===== config.mk =====
export PLATFORM = sky130hd
export DESIGN_NAME = seg_scan_driver
export DESIGN_NICKNAME = d
export VERILOG_FILES = /design/src/rtl/seg_scan_driver.sv
export SDC_FILE = /design/constraint.sdc
export NUM_CORES = 1
export LEC_CHECK = 0
export CAP_MARGIN = 30
export CORE_MARGIN = 8
export CORE_UTILIZATION = 57
export DETAILED_ROUTE_END_ITERATION = 16
export GPL_ROUTABILITY_DRIVEN = 0
export HOLD_SLACK_MARGIN = 0.12
export PLACE_DENSITY = 0.95
export SETUP_SLACK_MARGIN = 0.02
export SLEW_MARGIN = 20
export SYNTH_ARGS = -nofsm -noshare
export SYNTH_HDL_FRONTEND = slang
export SYNTH_SLANG_ARGS = --single-unit

===== constraint.sdc =====
create_clock -name clk -period 3.5 [get_ports clk]
set_clock_uncertainty 0.05 [all_clocks]
set_input_delay 0.525 -clock clk [delete_from_list [all_inputs] [get_ports clk]]
set_output_delay 0.525 -clock clk [all_outputs]
set_load 0.01 [all_outputs]

===== src/rtl/seg_scan_driver.sv =====
// Time-multiplexed scan driver for a 3-digit common-bus 7-segment display.
// Latches the three digit patterns once per frame, then drives each digit in turn with a blank gap, PWM brightness and leading-zero blanking.
module seg_scan_driver #(
  parameter int SCAN_DIV  = 1000,
  parameter int BLANK_CYC = 8,
  parameter int ON_UNIT   = 64,
  parameter bit LZ_BLANK  = 1'b1,
  parameter int CNT_W     = 16
) (
  input  logic       clk,
  input  logic       rst,
  input  logic       en,
  input  logic [7:0] seg0,
  input  logic [7:0] seg1,
  input  logic [7:0] seg2,
  input  logic [2:0] bright,
  output logic [7:0] seg_out,
  output logic [2:0] dig_en,
  output logic       frame_done
);

  localparam logic [7:0] ZERO_PAT = 8'hFC;
  localparam logic [CNT_W-1:0] CNT_LAST = CNT_W'(SCAN_DIV - 1);

  logic [CNT_W-1:0] cnt, cnt_n;
  logic [1:0]       idx, idx_n;
  logic [7:0]       p0, p1, p2, p0_n, p1_n, p2_n;
  logic [2:0]       b, b_n;
  logic [7:0]       seg_n;
  logic [2:0]       dig_n;
  logic             fd_n;
  logic [7:0]       cur_pat;
  logic [31:0]      on_end;
  logic             on_phase;
  logic             suppress;

  always_comb begin
    cur_pat = p0;
    case (idx)
      2'd1:    cur_pat = p1;
      2'd2:    cur_pat = p2;
      default: cur_pat = p0;
    endcase
  end

  // On window is measured from the end of the blank gap using the frame's brightness snapshot.
  always_comb begin
    on_end   = 32'(BLANK_CYC) + 32'(ON_UNIT) * (32'(b) + 32'd1);
    on_phase = (32'(cnt) >= 32'(BLANK_CYC)) && (32'(cnt) < on_end);
    suppress = LZ_BLANK &&
               (((idx == 2'd2) && (p2 == ZERO_PAT)) ||
                ((idx == 2'd1) && (p2 == ZERO_PAT) && (p1 == ZERO_PAT)));
  end

  always_comb begin
    cnt_n = cnt;
    idx_n = idx;
    p0_n  = p0;
    p1_n  = p1;
    p2_n  = p2;
    b_n   = b;
    seg_n = 8'h00;
    dig_n = 3'b000;
    fd_n  = 1'b0;
    if (!en) begin
      cnt_n = '0;
      idx_n = 2'd0;
    end else begin
      if ((cnt == '0) && (idx == 2'd0)) begin
        p0_n = seg0;
        p1_n = seg1;
        p2_n = seg2;
        b_n  = bright;
      end
      if (cnt == CNT_LAST) begin
        cnt_n = '0;
        if (idx == 2'd2) begin
          idx_n = 2'd0;
          fd_n  = 1'b1;
        end else begin
          idx_n = idx + 2'd1;
        end
      end else begin
        cnt_n = cnt + 1'b1;
      end
      if (on_phase && !suppress) begin
        dig_n = 3'b001 << idx;
        seg_n = cur_pat;
      end
    end
  end

  always_ff @(posedge clk) begin
    if (rst) begin
      cnt        <= '0;
      idx        <= 2'd0;
      p0         <= ZERO_PAT;
      p1         <= ZERO_PAT;
      p2         <= ZERO_PAT;
      b          <= 3'd7;
      seg_out    <= 8'h00;
      dig_en     <= 3'b000;
      frame_done <= 1'b0;
    end else begin
      cnt        <= cnt_n;
      idx        <= idx_n;
      p0         <= p0_n;
      p1         <= p1_n;
      p2         <= p2_n;
      b          <= b_n;
      seg_out    <= seg_n;
      dig_en     <= dig_n;
      frame_done <= fd_n;
    end
  end

endmodule


==> results of run 1 <==
-- layout make-up --
class | instances | area share (%)
Inverter | 7 | 0.803
Tap cell | 52 | 1.99
Timing Repair Buffer | 45 | 13.5
Sequential cell | 57 | 34.9
Multi-Input combinational cell | 199 | 41.4
Clock buffer | 11 | 4.32
Clock inverter | 5 | 3.14
-- logic make-up after synthesis --
logic type | count (synthesis) | share of synthesized area [%]
and+or+nand+nor | 113 | 25.3
AOI/OAI and AO/OA | 62 | 16.7
DFF | 57 | 43.8
buffers and inverters | 25 | 4.37
xor gates and xnor gates | 12 | 4.04
adders and majority gates | 12 | 5.77
-- placed cells by master, fill, tap and decap left out, types with 2 or more instances in the layout --
cell,instances
a21oi_1,11
nor4b_1,2
and4_1,2
nand3_1,15
inv_1,7
a211o_1,21
a2bb2o_1,2
and3_1,22
and2_1,2
bufinv_16,3
ha_1,12
nor2_1,16
o21ai_0,15
nand2_1,19
clkbuf_8,10
clkdlybuf4s50_1,41
xor2_1,6
o31ai_1,2
nand4_1,3
a22oi_1,8
nor4_1,14
buf_4,4
xnor2_1,6
dfxtp_1,57
or4_1,3
or3_1,3
or2_2,2
-- metal layers --
metal	part of all wire, %	vias to the layer above	global-route usage, %
met5	0	-	0
met4	1.7	0	9.11
met3	6.3	12	6.35
met2	49	90	28.0
met1	43	1071	20.3
li1	-	1114	-
-- Yosys cell counts, drive strengths merged --
library cell	number	area share, %
a211o	21	7.1
a211oi	1	0.29
a21oi	11	2.1
a22oi	8	2.3
a2bb2o	2	0.77
a41oi	1	0.34
and2	2	0.48
and3	22	5.3
and4	2	0.67
and4b	1	0.38
buf	6	1.6
clkbuf	12	1.7
dfxtp	57	44
ha	12	5.8
inv	7	1.0
nand2	20	3.0
nand3	15	2.9
nand4	3	0.72
nand4b	1	0.91
nor2	16	2.3
nor2b	1	0.24
nor3	2	0.38
nor4	14	3.4
nor4b	3	1.6
nor4bb	1	0.38
o21ai	16	3.2
o31ai	2	0.58
or2	3	0.72
or3	3	0.72
or4	4	1.3
xnor2	6	2.0
xor2	6	2.0
-- registers in the layout (all words and copies together), names as in the netlist --
| name | cells |
|---|---|
| cnt | 16 |
| dig_en | 3 |
| p1 | 8 |
| p2 | 8 |
| frame_done | 1 |
| p0 | 8 |
| b | 3 |
| idx | 2 |
| seg_out | 8 |
-- how the worst max path moves through the flow --
stage	slack [ns]	endpoint	from	depth (start not counted)
detailed placement	1.02	p1[6]$_SDFFE_PP1P_	en	4
floorplan	1.55	b[0]$_SDFFE_PP1P_	cnt[15]$_SDFF_PP0_	5
finish	1.08	idx[0]$_SDFFE_PP0N_	cnt[14]$_SDFF_PP0_	4
CTS	1.12	idx[0]$_SDFFE_PP0N_	cnt[14]$_SDFF_PP0_	4
global placement	1.13	p2[2]$_SDFFE_PP1P_	en	4
global route	0.97	idx[0]$_SDFFE_PP0N_	cnt[0]$_SDFF_PP0_	5
-- metrics by stage --
step | instance area (um2) | setup WS, ns | util, %
after floorplan | 2600 | 1.55 | -
after global placement | 3020 | 1.13 | 68.9
after detailed placement | 3020 | 1.02 | 68.9
after CTS | 3270 | 1.12 | 74.5
after global routing | 3270 | 0.967 | 74.6
final | 3270 | 1.08 | 74.6
-- power by group --
group          switching, mW  total, mW  internal [mW]
Sequential            0.0205      0.695          0.675
Combinational         0.0554      0.125         0.0695
Clock                  0.261      0.752          0.491
Total                  0.337       1.57           1.24
-- worst max-delay path, stage by stage (launching register included) --
cell      delay, ns
dfxtp_1        0.34
or4_4          0.54
or2_1          0.34
o21ai_2        0.67
a2bb2o_1       0.34
==> metrics, run 1 <==
post_cts resized=0; clk_lat worst skew=0.34 ns; Mapped Area=2600 um2; Vias=2287; syn avg cell area=9.27 um2; hold path depth=1; hold path start=p0[6]$_SDFFE_PP1P_; Post-CTS Hold Buffers=0; pwr dens=481 nW/um2; Worst Path Max Fanout=18; status=complete, no violations; Slew Viols, Final=0; core outline area=4380 um2; Final TNS setup=0 ns; first drt pass iteration count=5; reg2reg path depth=4; hpwl dp=4380 um; Startpoint Class=flip-flop; IO Pins=42; Final min period=2.42 ns; H-tree depth=3; clk buf depth=2; remaining global-route overflow=0; Layout Nets=361; max_slew headroom=48.2%; RSZ-0062 raised after global routing=no; Finished Layout Cells=376; layout cells sized above 1=8.33%; DIE AREA=6990 um2; RR Endpoint=idx[0]$_SDFFE_PP0N_; Critical Path RT=3.67 ns; CTS buffer count=9; buffer count from post-CTS setup fixing=0; Initial Util=59.4%; Register Area=1140 um2; Area Overhead vs Synth=25.6%; Final Setup Violations=0; syn_nets=323; Tcrit/Tclk final=69.1%; FF+latch count, synth=57; Critical Path Sink Type=flip-flop; fillers=300; final hold vios=0; vias per cell=6.08; vias in the first global route=2234; largest net degree at the start of global routing=30; reg2reg setup slack=1.08 ns; CTS Sinks=57; Die X=83.6 um; max-cap violations=0; FMAX=0.413 GHz; Crit Path Class=reg2reg; Synth Instances=281; Antenna Cells=0; Routed Wire Length=6120 um; clk slew on worst S/H paths=0.07 ns; Leak Pwr=1.27 nW; initial antenna violation count=0; CTS tree=yes; register area share after synthesis=43.8%; Hold WS=0.414 ns; Die H=83.6 um; crit path DAT=2.59 ns; synth warn=0; Antenna Nets Post-Route=0; total power=1.57 mW; worst slew pin tran=0.778 ns; Global Route Usage Sum=17.7%; first-pass GRT wire length=10200 um; HP Class=reg2reg; DR iter-0 viols=238; Multi-input gate area=1350 um2; Root Buffer=clkbuf_8; Post-Place Cells=360; row count=24; WHS Endpoint=p0[6]$_SDFFE_PP1P_; DR WL/cell=16.3 um; Yosys cell types=38; drt drc=0; reg2reg start=cnt[14]$_SDFF_PP0_; Worst IR Drop VDD=338 uV; Port Buf Inserts=41
Power figures use the tool's default switching activity.
==> run 2, diff against run 1 <==
--- a/config.mk
+++ b/config.mk
@@ -7,11 +7,11 @@
 export LEC_CHECK = 0
 export CAP_MARGIN = 30
 export CORE_MARGIN = 8
-export CORE_UTILIZATION = 57
+export CORE_UTILIZATION = 48
 export DETAILED_ROUTE_END_ITERATION = 16
 export GPL_ROUTABILITY_DRIVEN = 0
 export HOLD_SLACK_MARGIN = 0.12
-export PLACE_DENSITY = 0.95
+export PLACE_DENSITY = 0.87
 export SETUP_SLACK_MARGIN = 0.02
 export SLEW_MARGIN = 20
 export SYNTH_ARGS = -nofsm -noshare
==> constraint.sdc (replaced) <==
create_clock -name clk -period 2.1 [get_ports clk]
set_clock_uncertainty 0.05 [all_clocks]
set_input_delay 0.315 -clock clk [delete_from_list [all_inputs] [get_ports clk]]
set_output_delay 0.315 -clock clk [all_outputs]
set_load 0.01 [all_outputs]
==> metrics, run 2 (same netlist as run 1, synthesis figures left out) <==
status=complete, no violations; Layout Nets=371; RR Endpoint=p0[5]$_SDFFE_PP1P_; Post-CTS Hold Buffers=0; GR Util met3=4.82%; vias per cell=5.60; first drt pass iteration count=4; crit path DAT=2.22 ns; largest net degree at the start of global routing=28; CTS Sinks=57; Final min period=1.99 ns; vias in the first global route=2209; reg2reg path depth=5; max-cap violations=0; RSZ-0062 raised after global routing=yes; DR iter-0 viols=150; most frequent cells in the layout=dfxtp_1 (57), clkdlybuf4s50_1 (41), and3_1 (22); Critical Path RT=2.32 ns; Biggest register=cnt; Routed Wire Length=6270 um; Leak Pwr=1.31 nW; Global Route Usage Sum=17.1%; Multi-input gate area=1370 um2; Startpoint Class=flip-flop; reg2reg setup slack=0.11 ns; Slew Viols, Final=0; GR Layer Usage met2=25.7%; Final TNS setup=0 ns; fillers=453; dpl cell area=3120 um2; buffer count from post-CTS setup fixing=0; CTS tree=yes; CTS buffer count=9; hpwl dp=4620 um; row count=27; worst slew pin tran=0.414 ns; initial antenna violation count=0; H-tree depth=3; post_cts resized=0; Largest register FFs=16; commonest non-fill, non-tap cell in the layout=dfxtp_1; layout cells sized above 1=11.7%; Worst Path Max Fanout=27; FMAX=0.502 GHz; max_slew headroom=72.2%; Port Buf Inserts=41; crit path cell chain=or4_4 -> nor4b_4 -> buf_4 -> and3_1 -> a211o_1; met1 Use GR=22.2%; clk slew on worst S/H paths=0.06 ns; Final Setup Violations=0; Worst IR Drop VDD=464 uV; Antenna Nets Post-Route=0; CP Capture Point=p0[5]$_SDFFE_PP1P_; core outline area=5370 um2; slowest stage cell on the critical path=or4_4; final instance area=3350 um2; first-pass GRT wire length=10500 um; final hold vios=0; remaining global-route overflow=0; Tcrit/Tclk final=94.9%; Die H=89.7 um; clk buf depth=2; HP Class=reg2reg; Hold WS=0.416 ns; Die X=89.7 um; DR WL/cell=15.4 um; Area Overhead vs Synth=28.5%; Critical Path Source=cnt[15]$_SDFF_PP0_; Initial Util=48.5%; reg2reg start=cnt[15]$_SDFF_PP0_; gr busiest metal=met2; Critical Path Sink Type=flip-flop; total power=2.47 mW; Crit Path Class=reg2reg; Vias=2272; drt drc=0; DIE AREA=8040 um2; max incr delay on CP=0.57 ns; pwr dens=737 nW/um2; Antenna Cells=0; IO Pins=42; Root Buffer=clkbuf_8; clk_lat worst skew=0.34 ns; Register Area=1140 um2
[run 2: power by group]
group          switching, mW  total (mW)  internal, mW
registers             0.0332        1.16          1.13
clock network          0.430        1.09         0.661
logic                 0.0935       0.217         0.123
total                  0.557        2.47          1.91
[run 2: through the flow]
| stage | setup WS, ns | cells | util (%) |
|---|---|---|---|
| global placement | -0.159 | 388 | 57.8 |
| floorplan | 0.151 | 281 | - |
| finish | 0.108 | 406 | 62.3 |
| detailed placement | 0.0572 | 390 | 58.0 |
| global route | 0.00144 | 406 | 62.3 |
| CTS | 0.0260 | 406 | 61.9 |
[run 2: area by class of cell]
class,instances,area share [%]
clock buffers,10,3.81
clock inverters,6,2.47
inverters,7,0.785
multi-input cells,199,40.9
flip-flops and latches,57,34.1
well taps,72,2.69
repair buffers,55,15.3
[run 2: critical path: cells and delay by family, from the launching register on]
kind            cells  cell delay, ns
compound gates      1            0.12
buf+inv             1            0.30
flops               1            0.32
simple gates        3            1.14
[run 2: layer usage]
metal | up-vias | routed length, um
li1 | 1128 | -
met1 | 1080 | 3000
met2 | 60 | 2860
met3 | 4 | 348
met4 | 0 | 53
met5 | - | 0
[run 2: worst min-delay path by stage]
| stage | start | end | slack [ns] | cells past startpoint |
|---|---|---|---|---|
| 6_report | p0[6]$_SDFFE_PP1P_ | p0[6]$_SDFFE_PP1P_ | 0.42 | 1 |
| 5_1_grt | p0[4]$_SDFFE_PP1P_ | p0[4]$_SDFFE_PP1P_ | 0.45 | 1 |
| 4_1_cts | p0[6]$_SDFFE_PP1P_ | p0[6]$_SDFFE_PP1P_ | 0.42 | 1 |
| 3_5_place_dp | p0[2]$_SDFFE_PP1P_ | p0[2]$_SDFFE_PP1P_ | 0.40 | 1 |
| 3_3_place_gp | p0[3]$_SDFFE_PP1P_ | p0[3]$_SDFFE_PP1P_ | 0.39 | 1 |
| 2_1_floorplan | cnt[0]$_SDFF_PP0_ | cnt[0]$_SDFF_PP0_ | 0.38 | 1 |
